**config.mk**
```make
export PLATFORM = sky130hd
export DESIGN_NAME = mult_arbiter
export DESIGN_NICKNAME = d
export VERILOG_FILES = /design/src/rtl/mult_pkg.sv /design/src/rtl/rr_pick2.sv /design/src/rtl/mult_arbiter.sv
export SDC_FILE = /design/constraint.sdc
export NUM_CORES = 1
export LEC_CHECK = 0
export BUFFER_PORTS_ARGS = -buffer_cell sky130_fd_sc_hd__buf_2
export CAP_MARGIN = 20
export CORE_AREA = 2 2 153 155
export DETAILED_ROUTE_END_ITERATION = 10
export DIE_AREA = 0 0 155 157
export PLACE_DENSITY_LB_ADDON = 0.15
export SETUP_SLACK_MARGIN = 0.5
export SLEW_MARGIN = 20
export SYNTH_ARGS = -nofsm -noshare
export SYNTH_HDL_FRONTEND = slang
export SYNTH_SLANG_ARGS = --single-unit
```
**constraint.sdc**
```tcl
create_clock -name clk -period 2.4 [get_ports clk]
set_clock_uncertainty 0.1 [all_clocks]
set_input_delay 0.24 -clock clk [delete_from_list [all_inputs] [get_ports clk]]
set_output_delay 0.24 -clock clk [all_outputs]
set_load 0.02 [all_outputs]
```
**src/rtl/mult_pkg.sv**
```systemverilog
// Shared state encoding and counter sizing for the two-requester multiplier arbiter.
package mult_pkg;

    typedef enum logic [1:0] {
        ST_IDLE = 2'd0,
        ST_RUN  = 2'd1,
        ST_REL  = 2'd2
    } state_t;

    localparam int TIMEOUT_DEF = 63;
    localparam int CNT_W_DEF   = $clog2(TIMEOUT_DEF + 1);

    // Wide enough to hold 0..timeout; never narrower than one bit.
    function automatic int cnt_width(input int timeout);
        int w;
        w = $clog2(timeout + 1);
        return (w < 1) ? 1 : w;
    endfunction

endpackage

```
**src/rtl/rr_pick2.sv**
```systemverilog
// Two-way round-robin pick: a lone request wins, a tie goes to the side not served last.
module rr_pick2 (
    input  logic [1:0] req,
    input  logic       last,
    output logic       valid,
    output logic       pick
);

    // grant selection
    always_comb begin
        valid = |req;
        pick  = 1'b0;
        case (req)
            2'b01:   pick = 1'b0;
            2'b10:   pick = 1'b1;
            2'b11:   pick = ~last;
            default: pick = 1'b0;
        endcase
    end

endmodule

```
**src/rtl/mult_arbiter.sv**
```systemverilog
// Shares one multi-cycle multiplier between two requesters with round-robin
// arbitration, a completion timeout and per-requester registered results.
module mult_arbiter
    import mult_pkg::*;
#(
    parameter int TIMEOUT = TIMEOUT_DEF,
    parameter int W       = 32
) (
    input  logic           clk,
    input  logic           resetn,
    input  logic           req0,
    input  logic           req1,
    input  logic [W-1:0]   a0,
    input  logic [W-1:0]   b0,
    input  logic [W-1:0]   a1,
    input  logic [W-1:0]   b1,
    output logic           done0,
    output logic           done1,
    output logic           err0,
    output logic           err1,
    output logic [2*W-1:0] res0,
    output logic [2*W-1:0] res1,
    output logic           busy,
    output logic           m_begin,
    output logic [W-1:0]   m_op1,
    output logic [W-1:0]   m_op2,
    input  logic [2*W-1:0] m_product,
    input  logic           m_end
);

    localparam int               CNT_W    = cnt_width(TIMEOUT);
    localparam logic [CNT_W-1:0] CNT_MAX  = CNT_W'(TIMEOUT);
    localparam logic [CNT_W-1:0] CNT_ONE  = CNT_W'(1);
    localparam logic [CNT_W-1:0] CNT_ZERO = CNT_W'(0);
    localparam logic [2*W-1:0]   RES_ZERO = {(2*W){1'b0}};
    localparam logic [W-1:0]     OP_ZERO  = {W{1'b0}};

    state_t           state_r, state_s;
    logic [CNT_W-1:0] cnt_r, cnt_s;
    logic             last_r, last_s;
    logic             gnt_r, gnt_s;
    logic             begin_r, begin_s;
    logic [W-1:0]     op1_r, op1_s, op2_r, op2_s;
    logic [2*W-1:0]   res0_r, res0_s, res1_r, res1_s;
    logic             done0_r, done0_s, done1_r, done1_s;
    logic             err0_r, err0_s, err1_r, err1_s;
    logic             busy_r;
    logic             pick_valid_s, pick_s;

    rr_pick2 u_pick (
        .req   ({req1, req0}),
        .last  (last_r),
        .valid (pick_valid_s),
        .pick  (pick_s)
    );

    // next-state and next-output logic; done/err default low so they pulse
    always_comb begin
        state_s = state_r;
        cnt_s   = cnt_r;
        last_s  = last_r;
        gnt_s   = gnt_r;
        begin_s = begin_r;
        op1_s   = op1_r;
        op2_s   = op2_r;
        res0_s  = res0_r;
        res1_s  = res1_r;
        done0_s = 1'b0;
        done1_s = 1'b0;
        err0_s  = 1'b0;
        err1_s  = 1'b0;
        case (state_r)
            ST_IDLE: begin
                if (pick_valid_s) begin
                    gnt_s   = pick_s;
                    last_s  = pick_s;
                    op1_s   = pick_s ? a1 : a0;
                    op2_s   = pick_s ? b1 : b0;
                    begin_s = 1'b1;
                    cnt_s   = CNT_ZERO;
                    state_s = ST_RUN;
                end else begin
                    state_s = ST_IDLE;
                end
            end
            ST_RUN: begin
                // m_end is checked first so a late completion beats the timeout
                if (m_end) begin
                    if (gnt_r) begin
                        res1_s  = m_product;
                        done1_s = 1'b1;
                    end else begin
                        res0_s  = m_product;
                        done0_s = 1'b1;
                    end
                    begin_s = 1'b0;
                    state_s = ST_REL;
                end else if (cnt_r == CNT_MAX) begin
                    if (gnt_r) begin
                        res1_s  = RES_ZERO;
                        done1_s = 1'b1;
                        err1_s  = 1'b1;
                    end else begin
                        res0_s  = RES_ZERO;
                        done0_s = 1'b1;
                        err0_s  = 1'b1;
                    end
                    begin_s = 1'b0;
                    state_s = ST_REL;
                end else begin
                    cnt_s = cnt_r + CNT_ONE;
                end
            end
            ST_REL: begin
                begin_s = 1'b0;
                if (!m_end) begin
                    state_s = ST_IDLE;
                end else begin
                    state_s = ST_REL;
                end
            end
            default: begin
                begin_s = 1'b0;
                state_s = ST_IDLE;
            end
        endcase
    end

    // FSM state register
    always_ff @(posedge clk or negedge resetn) begin
        if (!resetn) begin
            state_r <= ST_IDLE;
        end else begin
            state_r <= state_s;
        end
    end

    // datapath and output registers; last_r resets to 1 so requester 0 wins the first tie
    always_ff @(posedge clk or negedge resetn) begin
        if (!resetn) begin
            cnt_r   <= CNT_ZERO;
            last_r  <= 1'b1;
            gnt_r   <= 1'b0;
            begin_r <= 1'b0;
            op1_r   <= OP_ZERO;
            op2_r   <= OP_ZERO;
            res0_r  <= RES_ZERO;
            res1_r  <= RES_ZERO;
            done0_r <= 1'b0;
            done1_r <= 1'b0;
            err0_r  <= 1'b0;
            err1_r  <= 1'b0;
            busy_r  <= 1'b0;
        end else begin
            cnt_r   <= cnt_s;
            last_r  <= last_s;
            gnt_r   <= gnt_s;
            begin_r <= begin_s;
            op1_r   <= op1_s;
            op2_r   <= op2_s;
            res0_r  <= res0_s;
            res1_r  <= res1_s;
            done0_r <= done0_s;
            done1_r <= done1_s;
            err0_r  <= err0_s;
            err1_r  <= err1_s;
            busy_r  <= (state_s != ST_IDLE);
        end
    end

    assign done0   = done0_r;
    assign done1   = done1_r;
    assign err0    = err0_r;
    assign err1    = err1_r;
    assign res0    = res0_r;
    assign res1    = res1_r;
    assign busy    = busy_r;
    assign m_begin = begin_r;
    assign m_op1   = op1_r;
    assign m_op2   = op2_r;

endmodule

```
# ---- After elaboration in Yosys (flattened, before gate mapping)
# Index checks and enable logic that the tools add are counted.
dict set report op_classes {
  mux 36
  n_eq_ne 9
  bitwise 2
  n_addsub 1
  reduce_logical 10
}
# cell count
set op_table {}
lappend op_table {{two-way mux 64 bit} 8}
lappend op_table {{two-way mux 32 bit} 2}
lappend op_table {{two-way mux 6 bit} 3}
lappend op_table {{two-way mux 1 bit} 16}
lappend op_table {{case mux 6 bit (2 select lines)} 1}
lappend op_table {{adder 6 x 1 -> 6 bit, second input constant} 1}
lappend op_table {{== test 2 bit, second input constant} 3}
lappend op_table {{== test 6 bit, second input constant} 1}
lappend op_table {{two-way mux 2 bit} 3}
lappend op_table {{!= test 2 bit, second input constant} 3}
lappend op_table {{case mux 2 bit (3 select lines)} 1}
lappend op_table {{AND reduction 3 bit} 2}
lappend op_table {{nonzero test 2 bit} 3}
lappend op_table {{case mux 1 bit (2 select lines)} 2}
lappend op_table {{AND reduction 2 bit} 2}
lappend op_table {{AND reduction 4 bit} 1}
lappend op_table {{!= test 3 bit, second input constant} 1}
lappend op_table {{== test 2 x 1 -> 1 bit, second input constant} 1}
lappend op_table {{zero test 2 bit} 1}
lappend op_table {{inverter 1 bit} 2}
lappend op_table {{OR reduction 2 bit} 1}
dict set report word_totals {
  ff_bits 208
  out_inout_bits 198
  elab_cells 72
}

# ---- Longest topological paths before layout
dict set report depth {
  ltp_word 5
  mapped_depth 8
}

# ---- By module
# From an unflattened synthesis, not the netlist that was laid out.
dict set report unflattened {
  cells_unflattened 645
  hier_area_um2 8364.3
}
# mod instances area_each_um2 seq_area_each_um2 cells_per_inst
set modules_own_cells {}
lappend modules_own_cells {mult_arbiter 1 8350.5 5206.2 643}
lappend modules_own_cells {rr_pick2 1 13.8 0.0 2}

# ---- Least setup slack after synthesis
# No wires, ideal clock.
dict set report synth_timing {
  path_type {flip-flop to flip-flop}
  from {register cnt_r[0]}
  to {register res0_r[23] (netlist: res0[23])}
  path_stages_with_launch 9
  path_buffers 3
  arrival_ps 1592
  required_ps 2233
  setup_slack_ps 640
  cell_sequence {dfrtp_1 ha_1 and3_1 buf_4 a31o_4 nand2_1 buf_6 buf_6 a32o_1}
}
dict set report synth_between {
  elab_chain_len 3
}
# element line
set synth_rtl {}
lappend synth_rtl {{from (decl)} mult_arbiter.sv:39} ;# logic [CNT_W-1:0] cnt_r, cnt_s;
lappend synth_rtl {{from (signal assigned)} mult_arbiter.sv:155} ;# cnt_r <= cnt_s;
lappend synth_rtl {{== test 6 bit} mult_arbiter.sv:98} ;# end else if (cnt_r == CNT_MAX) begin
lappend synth_rtl {{nonzero test 2 bit (no source line)} n/a}
lappend synth_rtl {{AND reduction 3 bit (no source line)} n/a}
lappend synth_rtl {{to (signal assigned)} mult_arbiter.sv:161} ;# res0_r <= res0_s;
lappend synth_rtl {{to (decl)} mult_arbiter.sv:44} ;# logic [2*W-1:0] res0_r, res0_s, res1_r, res1_s;
# No other way between the ends.
# A chain may end at the register's enable or synchronous reset.

# ---- Worst setup path in the final report
dict set report layout_timing {
  from {register cnt_r[0]}
  to {register res1_r[39] (netlist: res1[39])}
}
dict set report layout_between {
  elab_chain_len 3
}
# element line
set layout_rtl {}
lappend layout_rtl {{== test 6 bit} mult_arbiter.sv:98}
lappend layout_rtl {{nonzero test 2 bit (no source line)} n/a}
lappend layout_rtl {{AND reduction 3 bit (no source line)} n/a}
lappend layout_rtl {{to (signal assigned)} mult_arbiter.sv:162} ;# res1_r <= res1_s;
lappend layout_rtl {{to (decl)} mult_arbiter.sv:44}
# No other way between the ends.

==> results.cfg <==
[sta]
timing.hold.ws_ns = 0.1173
fin_tns_setup_ns = 0
relSlewSlack_pct = 56.71
post-route-period-util_pct = 76.09
fmax_ghz = 0.5476
hold_viol_final = 0
worstMarginPinSlew_ns = 0.6493
fin_crit_ns = 1.826
drv_slew = 0
setup_viol = 0
setup_ws_ns = 0.5738
grt_setup_unrepaired = no

[critical_path]
critPathArrivalTime_ns = 2.11
crit_slowest_cell = dfrtp_1
path_depth = 6
crit_chain = ha_1 > and3_4 > a31o_4 > nand2_8 > clkbuf_16 > a32o_1
cp.buffers_inverters = 1
path_delay_family = compound AO/OA/AOI/OAI gates
critPathLaunchType = register
reg2reg_depth = 6
cp-end-kind = register
slowest_delay_ns = 0.40
worstPathMaxFanout = 17
required_ns = 2.68
crit_type = reg2reg

[yosys]
yosysTopAreaCell = dfrtp_1
synth_nets = 844
synthTopCellsByArea = dfrtp_1 (62%), a32o_1 (15%), mux2i_1 (7.6%)
ys_ff_latch = 208
synth_ff_type = dfrtp_1
ys.warnings.count = 0
synth_edf_count = 0
async_flop_share_pct = 100.0
syn-cell-area_um2 = 8386
syn_area_per_cell_um2 = 12.98
ys_seq_area_share_pct = 62.09
synth_top_area_share_pct = 61.77
yosysUniqueCellTypes = 35
synthCells = 646

[power_and_ir_drop]
power_frac_clock_pct = 20.5
internal_power_w = 0.01015
power_frac_seq_pct = 35.2
p_leak_nw = 6.601
power_w = 0.01702
p_per_area_nw_per_um2 = 1263
p_sw_share_pct = 40.36
irDropWorstVdd_mv = 0.5224
p_switching_w = 0.006868
comb_power_share_pct = 44.3

[global_routing]
antenna_found_initial = 0
grt_first_pass_wirelength_um = 43410
overflow = 0
grt_pass1_vias = 7800
grt_max_degree = 131
grtUsageTotal_pct = 22.31

[cts]
tritoncts = built
cts_buffers = 22
h-tree-depth = 1
clk_pin_slew_ns = 0.07
cts.sinks = 208
clkLatencyLatePin_ns = 0.50
cts_root_buf = clkbuf_16
postCtsSetupBuffers = 0
cts_buffer_depth = 3

[final_layout]
fill_cells = 1805
multi_input_area_um2 = 2846
layout.area.seq_um2 = 5206
layout-drive-gt1-share_pct = 37.46
antenna_cells = 0
area_growth_pct = 60.61
nets = 1410

[floorplan]
num_io_pins = 395
dieArea_um2 = 24340
dieWidth_um = 155
num_rows = 55
die_h_um = 157
initial_core_util_pct = 37.26
core-area_um2 = 22500

[route]
routed_wl_um = 28910
drc = 0
vias = 7804
drtPass1Iterations = 5
final_antenna_net_count = 0
drt_iter0_drc = 429
vias_per_cell = 5.158
wl_per_cell_um = 19.11

[run]
drv_cap = 0

[min_path]
whs_path_depth = 4
hp-class = in2reg

[placed_design]
port_buffers = 394
gp_congestion = 0.7775
place_ws_ns = 0.4126
dp_hpwl_um = 16950

[status]
run_status = completed
-- power by group through the flow --
stage	registers (W)	clock network (W)	logic, W
after global routing	0.00617	0.00374	0.00810
final	0.00598	0.00349	0.00754
after CTS	0.00597	0.00360	0.00748
after detailed placement	0.00601	0	0.00717
after global placement	0.00596	0	0.00710
after floorplan	0.00785	0	0.00259
-- state kept, by name, summed over array words and instances, names as in the netlist --
register and count:
busy 1, cnt_r 6, done0 1, done1 1
err0 1, err1 1, gnt_r 1, last_r 1
m_begin 1, m_op1 32, m_op2 32, res0 64
res1 64, state_r 2
-- kinds of logic (layout without fill, tap and decap cells) --
logic type | count (synthesis) | after routing | synth area share [%]
fa+ha+maj | 1 | 1 | 0.1492
xor+xnor | 1 | 1 | 0.1045
simple gates | 87 | 87 | 4.223
mux | 64 | 64 | 7.639
flops | 208 | 208 | 62.09
compound gates | 214 | 214 | 20.98
buf+inv | 71 | 653 | 4.819
-- cell usage in the layout (no fill, tap or decap), types with 2 or more instances in the layout --
master         count
buf_2            392
dfrtp_1          207
dlygate4sd3_1    196
a32o_1           128
nand2_1           67
mux2i_1           64
o21ai_0           48
clkbuf_16         26
o21ai_1           19
clkbuf_8          10
buf_12            10
a21oi_1            5
inv_1              5
nand3_1            5
clkinv_2           5
buf_4              5
o2bb2ai_1          3
a31oi_1            2
o21a_1             2
nor2_1             2
nand2_8            2
nor3_1             2
clkbuf_1           2
-- worst paths after layout --
kind                       startpoint         to  slack (ns)
setup / recovery             cnt_r[0]   res1[39]        0.57
hold / removal                   req1  m_op2[16]        0.12
setup reg to reg             cnt_r[0]   res1[39]        0.57
hold reg to reg             m_op1[24]  m_op1[24]        0.37
max in group asynchronous      resetn    res1[2]        1.29
min in group asynchronous      resetn   res0[29]        0.19
-- layout make-up --
cell class	instances	area share, %
clock buffer	34	5.249
clock inverter	6	0.4088
sequential	208	38.66
multi-input combinational	367	21.14
tap	285	2.648
timing repair buffer	608	31.76
inverter	5	0.1394
-- metal layers --
layer | track usage [%] | wire (µm) | vias to the layer above
met3 | 4.378 | 2219 | 62
met1 | 29.32 | 12070 | 3745
met4 | 8.201 | 1027 | 0
li1 | - | - | 3609
met5 | 0 | 0 | -
met2 | 36.85 | 13600 | 388
-- worst register-to-register path, delay by kind of cell (launching register included) --
kind,cells,cell delay [ns]
adders and majority gates,1,0.20
AOI/OAI and AO/OA,2,0.44
DFF,1,0.40
and+or+nand+nor,2,0.35
buffers and inverters,1,0.21
-- stage by stage --
stage / utilization, % / std cells / area, µm²
after floorplan: - / 646 / 8386
after global routing: 59.85 / 1513 / 13470
after detailed placement: 47.13 / 1273 / 10610
after global placement: 47.13 / 1273 / 10610
after CTS: 59.38 / 1510 / 13360
final: 59.85 / 1513 / 13470
-- synth_stat cells, drive strengths merged, types with 2 or more instances --
master   count
mux2i       64
o21ai       68
a31oi        2
inv          5
nor3         2
dfrtp      207
nor2         4
o21a         2
nand3        5
nand2       69
a21oi        5
o2bb2ai      3
clkbuf      27
a32o       128
buf         39
-- repair_timing --
item	in CTS	in global routing
cloned	1	3
pin swaps	0	1
endpoints found under the hold margin	248	0
setup endpoints to repair	122	178
resized for setup	2	6
hold buffers	196	0
No activity file was read; power rests on OpenSTA's default activity.
